===== src/rtl/ps2_scan_decoder.sv =====
// PS/2 scancode decoder: pops bytes from an upstream receiver FIFO, tracks
// make/break/extended sequences, keeps the last pressed key, its ASCII
// value and a press counter, and drives six active-low 7-segment digits.
module ps2_scan_decoder (
    input  logic       clk,
    input  logic       resetn,
    input  logic [7:0] ps2_data,
    input  logic       ps2_ready,
    input  logic       ps2_overflow,
    output logic       ps2_nextdata_n,
    output logic       key_down,
    output logic [7:0] scancode,
    output logic [7:0] ascii,
    output logic [7:0] key_count,
    output logic       ovf_seen,
    output logic [7:0] seg0,
    output logic [7:0] seg1,
    output logic [7:0] seg2,
    output logic [7:0] seg3,
    output logic [7:0] seg4,
    output logic [7:0] seg5
);

    typedef enum logic [1:0] {
        S_IDLE       = 2'd0,
        S_HELD       = 2'd1,
        S_BREAK_PEND = 2'd2
    } state_t;

    state_t     state_q, state_d;
    logic       nextdata_n_q, nextdata_n_d;
    logic       key_down_q, key_down_d;
    logic [7:0] scancode_q, scancode_d;
    logic [7:0] ascii_q, ascii_d;
    logic [7:0] key_count_q, key_count_d;
    logic       ovf_seen_q;
    logic       consume;

    // Make-code to uppercase ASCII; anything unmapped yields 8'h00.
    function automatic logic [7:0] ascii_map(input logic [7:0] code);
        logic [7:0] a;
        case (code)
            8'h1C: a = 8'h41; 8'h32: a = 8'h42; 8'h21: a = 8'h43; 8'h23: a = 8'h44;
            8'h24: a = 8'h45; 8'h2B: a = 8'h46; 8'h34: a = 8'h47; 8'h33: a = 8'h48;
            8'h43: a = 8'h49; 8'h3B: a = 8'h4A; 8'h42: a = 8'h4B; 8'h4B: a = 8'h4C;
            8'h3A: a = 8'h4D; 8'h31: a = 8'h4E; 8'h44: a = 8'h4F; 8'h4D: a = 8'h50;
            8'h15: a = 8'h51; 8'h2D: a = 8'h52; 8'h1B: a = 8'h53; 8'h2C: a = 8'h54;
            8'h3C: a = 8'h55; 8'h2A: a = 8'h56; 8'h1D: a = 8'h57; 8'h22: a = 8'h58;
            8'h35: a = 8'h59; 8'h1A: a = 8'h5A;
            8'h45: a = 8'h30; 8'h16: a = 8'h31; 8'h1E: a = 8'h32; 8'h26: a = 8'h33;
            8'h25: a = 8'h34; 8'h2E: a = 8'h35; 8'h36: a = 8'h36; 8'h3D: a = 8'h37;
            8'h3E: a = 8'h38; 8'h46: a = 8'h39;
            8'h29: a = 8'h20;
            8'h5A: a = 8'h0D;
            default: a = 8'h00;
        endcase
        return a;
    endfunction

    // Hex nibble to active-low glyph {dp,g,f,e,d,c,b,a}; dp stays off.
    function automatic logic [7:0] hex_glyph(input logic [3:0] nib);
        logic [7:0] g;
        case (nib)
            4'h0: g = 8'hC0; 4'h1: g = 8'hF9; 4'h2: g = 8'hA4; 4'h3: g = 8'hB0;
            4'h4: g = 8'h99; 4'h5: g = 8'h92; 4'h6: g = 8'h82; 4'h7: g = 8'hF8;
            4'h8: g = 8'h80; 4'h9: g = 8'h90; 4'hA: g = 8'h88; 4'hB: g = 8'h83;
            4'hC: g = 8'hC6; 4'hD: g = 8'hA1; 4'hE: g = 8'h86; default: g = 8'h8E;
        endcase
        return g;
    endfunction

    // The byte at the FIFO head is taken at the end of the cycle in which the
    // pop strobe is low, even if ps2_ready has dropped meanwhile.
    assign consume = ~nextdata_n_q;

    // Next-state logic: pop strobe generation and make/break/repeat decoding.
    always_comb begin
        state_d      = state_q;
        key_down_d   = key_down_q;
        scancode_d   = scancode_q;
        ascii_d      = ascii_q;
        key_count_d  = key_count_q;
        // Strobe low only after a high cycle, so pops are at least two cycles apart.
        nextdata_n_d = ~(ps2_ready & nextdata_n_q);

        if (consume && ps2_data != 8'hE0) begin
            if (ps2_data == 8'hF0) begin
                state_d = S_BREAK_PEND;
            end else if (state_q == S_BREAK_PEND) begin
                if (ps2_data == scancode_q) begin
                    state_d    = S_IDLE;
                    key_down_d = 1'b0;
                end else begin
                    // Release of some other key: keep showing the current one.
                    state_d = key_down_q ? S_HELD : S_IDLE;
                end
            end else if (ps2_data != scancode_q || !key_down_q) begin
                state_d     = S_HELD;
                key_down_d  = 1'b1;
                scancode_d  = ps2_data;
                ascii_d     = ascii_map(ps2_data);
                key_count_d = key_count_q + 8'd1;
            end
            // Otherwise a typematic repeat of the held key: nothing changes.
        end
    end

    // State and output registers with asynchronous active-low reset.
    always_ff @(posedge clk or negedge resetn) begin
        if (!resetn) begin
            state_q      <= S_IDLE;
            nextdata_n_q <= 1'b1;
            key_down_q   <= 1'b0;
            scancode_q   <= 8'h00;
            ascii_q      <= 8'h00;
            key_count_q  <= 8'h00;
            ovf_seen_q   <= 1'b0;
        end else begin
            state_q      <= state_d;
            nextdata_n_q <= nextdata_n_d;
            key_down_q   <= key_down_d;
            scancode_q   <= scancode_d;
            ascii_q      <= ascii_d;
            key_count_q  <= key_count_d;
            ovf_seen_q   <= ovf_seen_q | ps2_overflow;
        end
    end

    assign ps2_nextdata_n = nextdata_n_q;
    assign key_down       = key_down_q;
    assign scancode       = scancode_q;
    assign ascii          = ascii_q;
    assign key_count      = key_count_q;
    assign ovf_seen       = ovf_seen_q;

    // Key digits blank when nothing is held; the counter is always shown.
    assign seg0 = key_down_q ? hex_glyph(scancode_q[3:0]) : 8'hFF;
    assign seg1 = key_down_q ? hex_glyph(scancode_q[7:4]) : 8'hFF;
    assign seg2 = key_down_q ? hex_glyph(ascii_q[3:0])    : 8'hFF;
    assign seg3 = key_down_q ? hex_glyph(ascii_q[7:4])    : 8'hFF;
    assign seg4 = hex_glyph(key_count_q[3:0]);
    assign seg5 = hex_glyph(key_count_q[7:4]);

endmodule


===== config.mk =====
export PLATFORM = sky130hd
export DESIGN_NAME = ps2_scan_decoder
export DESIGN_NICKNAME = d
export VERILOG_FILES = /design/src/rtl/ps2_scan_decoder.sv
export SDC_FILE = /design/constraint.sdc
export NUM_CORES = 1
export LEC_CHECK = 0
export CELL_PAD_IN_SITES_DETAIL_PLACEMENT = 2
export CELL_PAD_IN_SITES_GLOBAL_PLACEMENT = 2
export CORE_MARGIN = 2
export CORE_UTILIZATION = 27
export CTS_CLUSTER_SIZE = 24
export DETAILED_ROUTE_END_ITERATION = 8
export PLACE_DENSITY_LB_ADDON = 0.1
export SLEW_MARGIN = 10
export SYNTH_ARGS = -nofsm -noshare
export SYNTH_HDL_FRONTEND = slang
export SYNTH_SLANG_ARGS = --single-unit

===== constraint.sdc =====
create_clock -name clk -period 1.78 [get_ports clk]
set_input_delay 0.178 -clock clk [delete_from_list [all_inputs] [get_ports clk]]
set_output_delay 0.178 -clock clk [all_outputs]
set_load 0.005 [all_outputs]

Yosys cells after proc, flatten, opt, wreduce, memory -nomap -nowiden
Memory sizes are Yosys's and may differ from the RTL's. Index checks and enable logic that the tools add are counted.

Bits in registers: 29. Bits in read-only memories: 1568. Logic and storage cells: 48. Output and inout port bits: 75. Memories: 7.

Memory list: (name not given) (words 128, bits a word 7, read ports 1, clocked after memory_dff 0, write ports 0, line 42) `case (code)`; (name not given) (words 16, bits a word 7, read ports 1, clocked after memory_dff 0, write ports 0, line 63) `case (nib)`; (name not given) (words 16, bits a word 7, read ports 1, clocked after memory_dff 0, write ports 0, line 63); (name not given) (words 16, bits a word 7, read ports 1, clocked after memory_dff 0, write ports 0, line 63); (name not given) (words 16, bits a word 7, read ports 1, clocked after memory_dff 0, write ports 0, line 63); (name not given) (words 16, bits a word 7, read ports 1, clocked after memory_dff 0, write ports 0, line 63); 1 more memories.

Reductions and logical operators: 8. Eq/ne operators: 6. Add/sub/neg operators: 1. Multiplexer cells: 13. Bitwise gates (word level): 6.

Operator list (number): $mux W8 (5); $add A8 B1 Y8 const B (1); $eq A8 B8 Y1 (1); $eq A8 B8 Y1 const B (1); $ne A8 B8 Y1 (1); $ne A8 B8 Y1 const B (1); $reduce_and A4 Y1 (2); $mux W2 (3); $mux W1 (5); $not A1 Y1 (4); $reduce_bool A3 Y1 (1); $eq A2 B2 Y1 const B (1); $ne A2 B1 Y1 const B (1); $reduce_and A2 Y1 (1); $reduce_bool A2 Y1 (1); $and A1 B1 Y1 (1); $logic_and A1 B1 Y1 (1); $logic_not A1 Y1 (1); $logic_or A1 B1 Y1 (1); $or A1 B1 Y1 (1).

Longest topological paths before layout
Gate-level depths: netlist (run 1).

Depth after elaboration: 5. Depth in mapped cells: 9. Gate-level depth less buffers: 7.

Worst setup path before layout (run 1)
OpenSTA, ideal clock, no wires.

Path type: input to register. Start point: input ps2_data[1]. End point: register ascii_q[5] (netlist: ascii[5]). Stages: 9. Path slack: -124 ps. Data arrival time: 1779 ps. Data required time: 1655 ps. Path buffers: 2. Setup time: 125 ps. Cells stage by stage: buf_2 inv_1 ha_1 nand2b_2 nor4_4 a211oi_4 nand2_4 buf_8 mux2_4.

Word-level cells in the longest chain between the ends: 3.

RTL lines: from (decl) (line 7) `input logic [7:0] ps2_data,`; branches (longest 3 deep; another with $mem_v2 Z128 W7); to (signal assigned) (line 123) `ascii_q <= ascii_d;`; to (decl) (line 34) `logic [7:0] ascii_q, ascii_d;`.

Parallel ways; which one is timed is not known. A chain may end at the register's enable or synchronous reset.

Final worst setup path (run 1)
Start point: register scancode_q[0] (netlist: scancode[0]). End point: output seg0[3].

Word-level cells in the longest chain between the ends: 2.

RTL lines: from (decl) (line 33) `logic [7:0] scancode_q, scancode_d;`; from (signal assigned) (line 122) `scancode_q <= scancode_d;`; $mem_v2 Z16 W7; $mux W8 (line 137) `assign seg0 = key_down_q ? hex_glyph(scancode_q[3:0]) : 8'hFF;`; to (decl) (line 16) `output logic [7:0] seg0,`.

No other way between the ends.

==> results of run 1 <==
-- path summary, 6_finish.rpt --
path | startpoint | to | slack [ns] | depth (start not counted)
hold reg to reg | ovf_seen | ovf_seen | 0.51 | 1
max in group asynchronous | resetn | ascii[2] | 1.14 | 2
setup reg to reg | scancode[1] | scancode[0] | -0.23 | 8
hold / removal | resetn | ovf_seen | 0.30 | 2
setup / recovery | scancode[0] | seg0[3] | -0.25 | 7
min in group clk | ps2_ready | ps2_nextdata_n | 0.39 | 2
-- power groups by stage --
stage | Clock [uW] | Combinational, uW | Sequential [uW]
after CTS | 715 | 3970 | 908
after floorplan | 0 | 1460 | 932
after global routing | 750 | 4970 | 962
after detailed placement | 0 | 3620 | 892
final | 710 | 4630 | 943
after global placement | 0 | 3470 | 883
-- through the flow --
stage	cell area (sq um)	setup TNS (ns)	power [uW]	cells
6_report	6480	-6.37	6290	828
5_1_grt	6480	-9.51	6680	828
4_1_cts	6140	-3.93	5590	818
3_5_place_dp	5470	-15.87	4510	785
3_3_place_gp	5470	-13.07	4360	785
2_1_floorplan	3680	-0.0115	2390	441
-- per-layer routing --
| metal | vias to the layer above | part of all wire (%) | global-route usage [%] |
|---|---|---|---|
| li1 | 1965 | - | - |
| met1 | 2199 | 44 | 31.3 |
| met5 | - | 0 | 0 |
| met2 | 81 | 52 | 43.3 |
| met4 | 0 | 1.1 | 4.34 |
| met3 | 14 | 2.6 | 1.52 |
-- cells in the final DEF, fill, tap and decap left out, types with 4 or more instances in the layout --
| master | count |
|---|---|
| buf_4 | 127 |
| inv_1 | 10 |
| nand2b_1 | 11 |
| o311ai_1 | 6 |
| dlygate4sd2_1 | 9 |
| mux2_4 | 9 |
| ha_1 | 13 |
| o211ai_1 | 14 |
| inv_2 | 14 |
| a21oi_1 | 12 |
| ha_2 | 7 |
| a22o_1 | 4 |
| o21ai_1 | 9 |
| xor2_1 | 7 |
| nor2_1 | 25 |
| nand2_1 | 33 |
| ha_4 | 22 |
| xnor2_1 | 4 |
| buf_6 | 34 |
| nand4_1 | 6 |
| buf_2 | 32 |
| dfrtp_1 | 19 |
| inv_4 | 10 |
| o21ai_0 | 9 |
| o21ai_2 | 9 |
| dfrtp_2 | 8 |
| nand3_1 | 4 |
| mux4_2 | 5 |
| mux2i_1 | 21 |
| nor2b_4 | 4 |
| nor2b_1 | 5 |
| a21oi_2 | 4 |
| conb_1 | 7 |
| mux2i_2 | 6 |
| buf_12 | 5 |
| nor3_1 | 4 |
| clkdlybuf4s50_1 | 36 |
-- logic make-up (layout without fill, tap and decap cells) --
family / count (synthesis) / count (layout) / share of synthesized area [%]
and+or+nand+nor: 128 / 129 / 18.4
AOI/OAI and AO/OA: 107 / 107 / 20.5
other: 2 / 7 / 0.207
adders and majority gates: 42 / 42 / 14.5
DFF: 28 / 28 / 19.3
muxes: 41 / 41 / 13.7
buffers and inverters: 73 / 283 / 9.72
xor gates and xnor gates: 15 / 15 / 3.62
-- flip-flops by register name, indices dropped and copies added, names as in the netlist --
signal          count
ascii               7
scancode            8
state_q             2
key_down            1
ps2_nextdata_n      1
ovf_seen            1
key_count           8
-- area by class of cell --
class                   count  area share, %
multi-input cells         341           50.1
repair buffers            245           31.6
flip-flops and latches     28           11.0
well taps                 176           3.40
inverters                  34           2.36
clock buffers               3           1.16
clock inverters             1          0.463
-- repair_timing --
action | in CTS | in global routing
pin swaps | 33 | 38
gates resized for setup | 269 | 92
setup buffers | 30 | 15
endpoints found under the setup margin | 66 | 63
cloned | 1 | 0
==> results.yml, run 1 <==
yosys:
  syn_inst: 436
  netlist_area_sq_um: 3630
  yosys-top-cells-count: "ha_1 (42), nand2_1 (34), inv_1 (32)"
  synth_most_common_cell: "ha_1"
  yosysTopAreaCell: "dfrtp_1"
  synth_flop_cell: "dfrtp_1"
  ys_ff_latch: 28
  synthArstFlopShare_pct: 100
  yosysWarningCount: 0
  synth_edf_count: 0
  synthTopCellsByArea: "dfrtp_1 (19%), ha_1 (14%), mux2i_1 (7.4%), o21ai_0 (3.7%), nand2_1 (3.5%)"
  synthDistinctLibCells: 66
  synth_top_area_share_pct: 18.6
  synth-seq-area-share_pct: 19.3
  syn_area_per_cell_sq_um: 8.32
final_layout:
  multi_input_area_sq_um: 3250
  fillers: 1389
  diodes: 0
  area_growth_pct: 78.6
  seq_area_sq_um: 712
  nets: 707
  drive_gt1_share_pct: 53.1
  fin_util_pct: 49.1
sta:
  setup_ws_ns: -0.253
  rsz0062_at_grt: "yes"
  drv_slew: 0
  skew_ns: 0.0100
  timing.final.crit_share_pct: 114
  hold_slack_ns: 0.299
  setup_viol: 50
  fin_crit_ns: 2.03
  max_freq_ghz: 0.492
  hold_violations: 0
global_route:
  grt_pass1_vias: 4804
  antenna_found_initial: 0
  grt_usage_pct: 23.8
  overflow: 0
  grt_first_pass_wirelength_um: 27400
  grt_max_degree: 29
floorplanning:
  die_h_um: 120
  die_width_um: 120
  io_pins: 87
  start_util_pct: 27.5
  die_area_sq_um: 14400
  rows: 42
  core_area_sq_um: 13200
power_and_ir_drop:
  swShare_pct: 41.4
  power.leakage_uw: 0.00292
  pwr-share-seq_pct: 15.0
  power.switching_uw: 2600
  power_density_nw_per_um2: 970
  p_comb_share_pct: 73.7
  p_clk_share_pct: 11.3
  peakVddDrop_uv: 566
  internal_power_uw: 3680
place:
  gp_congestion: 0.852
  pre_cts_slack_ns: -0.535
  portBuffers: 79
  hpwlAfterDp_um: 11400
drt:
  drc: 0
  wl_per_cell_um: 22.7
  finalWirelength_um: 18800
  avgViaCountPerCell: 5.14
  drtPass1Iterations: 4
  postRouteAntennaNets: 0
  drt-initial-drc-count: 232
  vias: 4259
cts:
  cts-htree-levels: 1
  clock_path_buffers: 2
  cts_sinks: 28
  insertion_delay_ns: 0.28
  cts_tree: "built"
  holdBufCountCts: 0
  clk_pin_slew_worst_paths_ns: 0.08
  cts-root-buf: "clkbuf_16"
  cts_made_buffers: 3
critical_path:
  path_buf_inv: 4
  timing.critical_path.mode_cell: "inv_2"
  critPathLaunchType: "register"
  worstSetupEndpointType: "output pin"
  crit_family: "flip-flops"
  slowest_stage: "dfrtp_1"
  crit_chain: "inv_2 > ha_4 > inv_2 > mux4_2 > inv_2 > nand2_1 > buf_2"
  worstPathMaxFanout: 4
  cp.required_ns: 1.60
  crit_type: "register to output pin"
  critPathMaxStageDelay_ns: 0.45
  arrival_ns: 1.85
outcome:
  status: "finished, violations left"
  failed_checks: "setup timing"
flow_run:
  maxCapViolCount: 0
min_path:
  min_path_type: "primary input to asynchronous set/reset pin"
(Power assumes the default switching activity.)
==> run 2: changes to the inputs <==
- SLEW_MARGIN: 10 -> 40
==> results of run 2 <==
Final layout, timing and power as in run 1 (identical DEF).
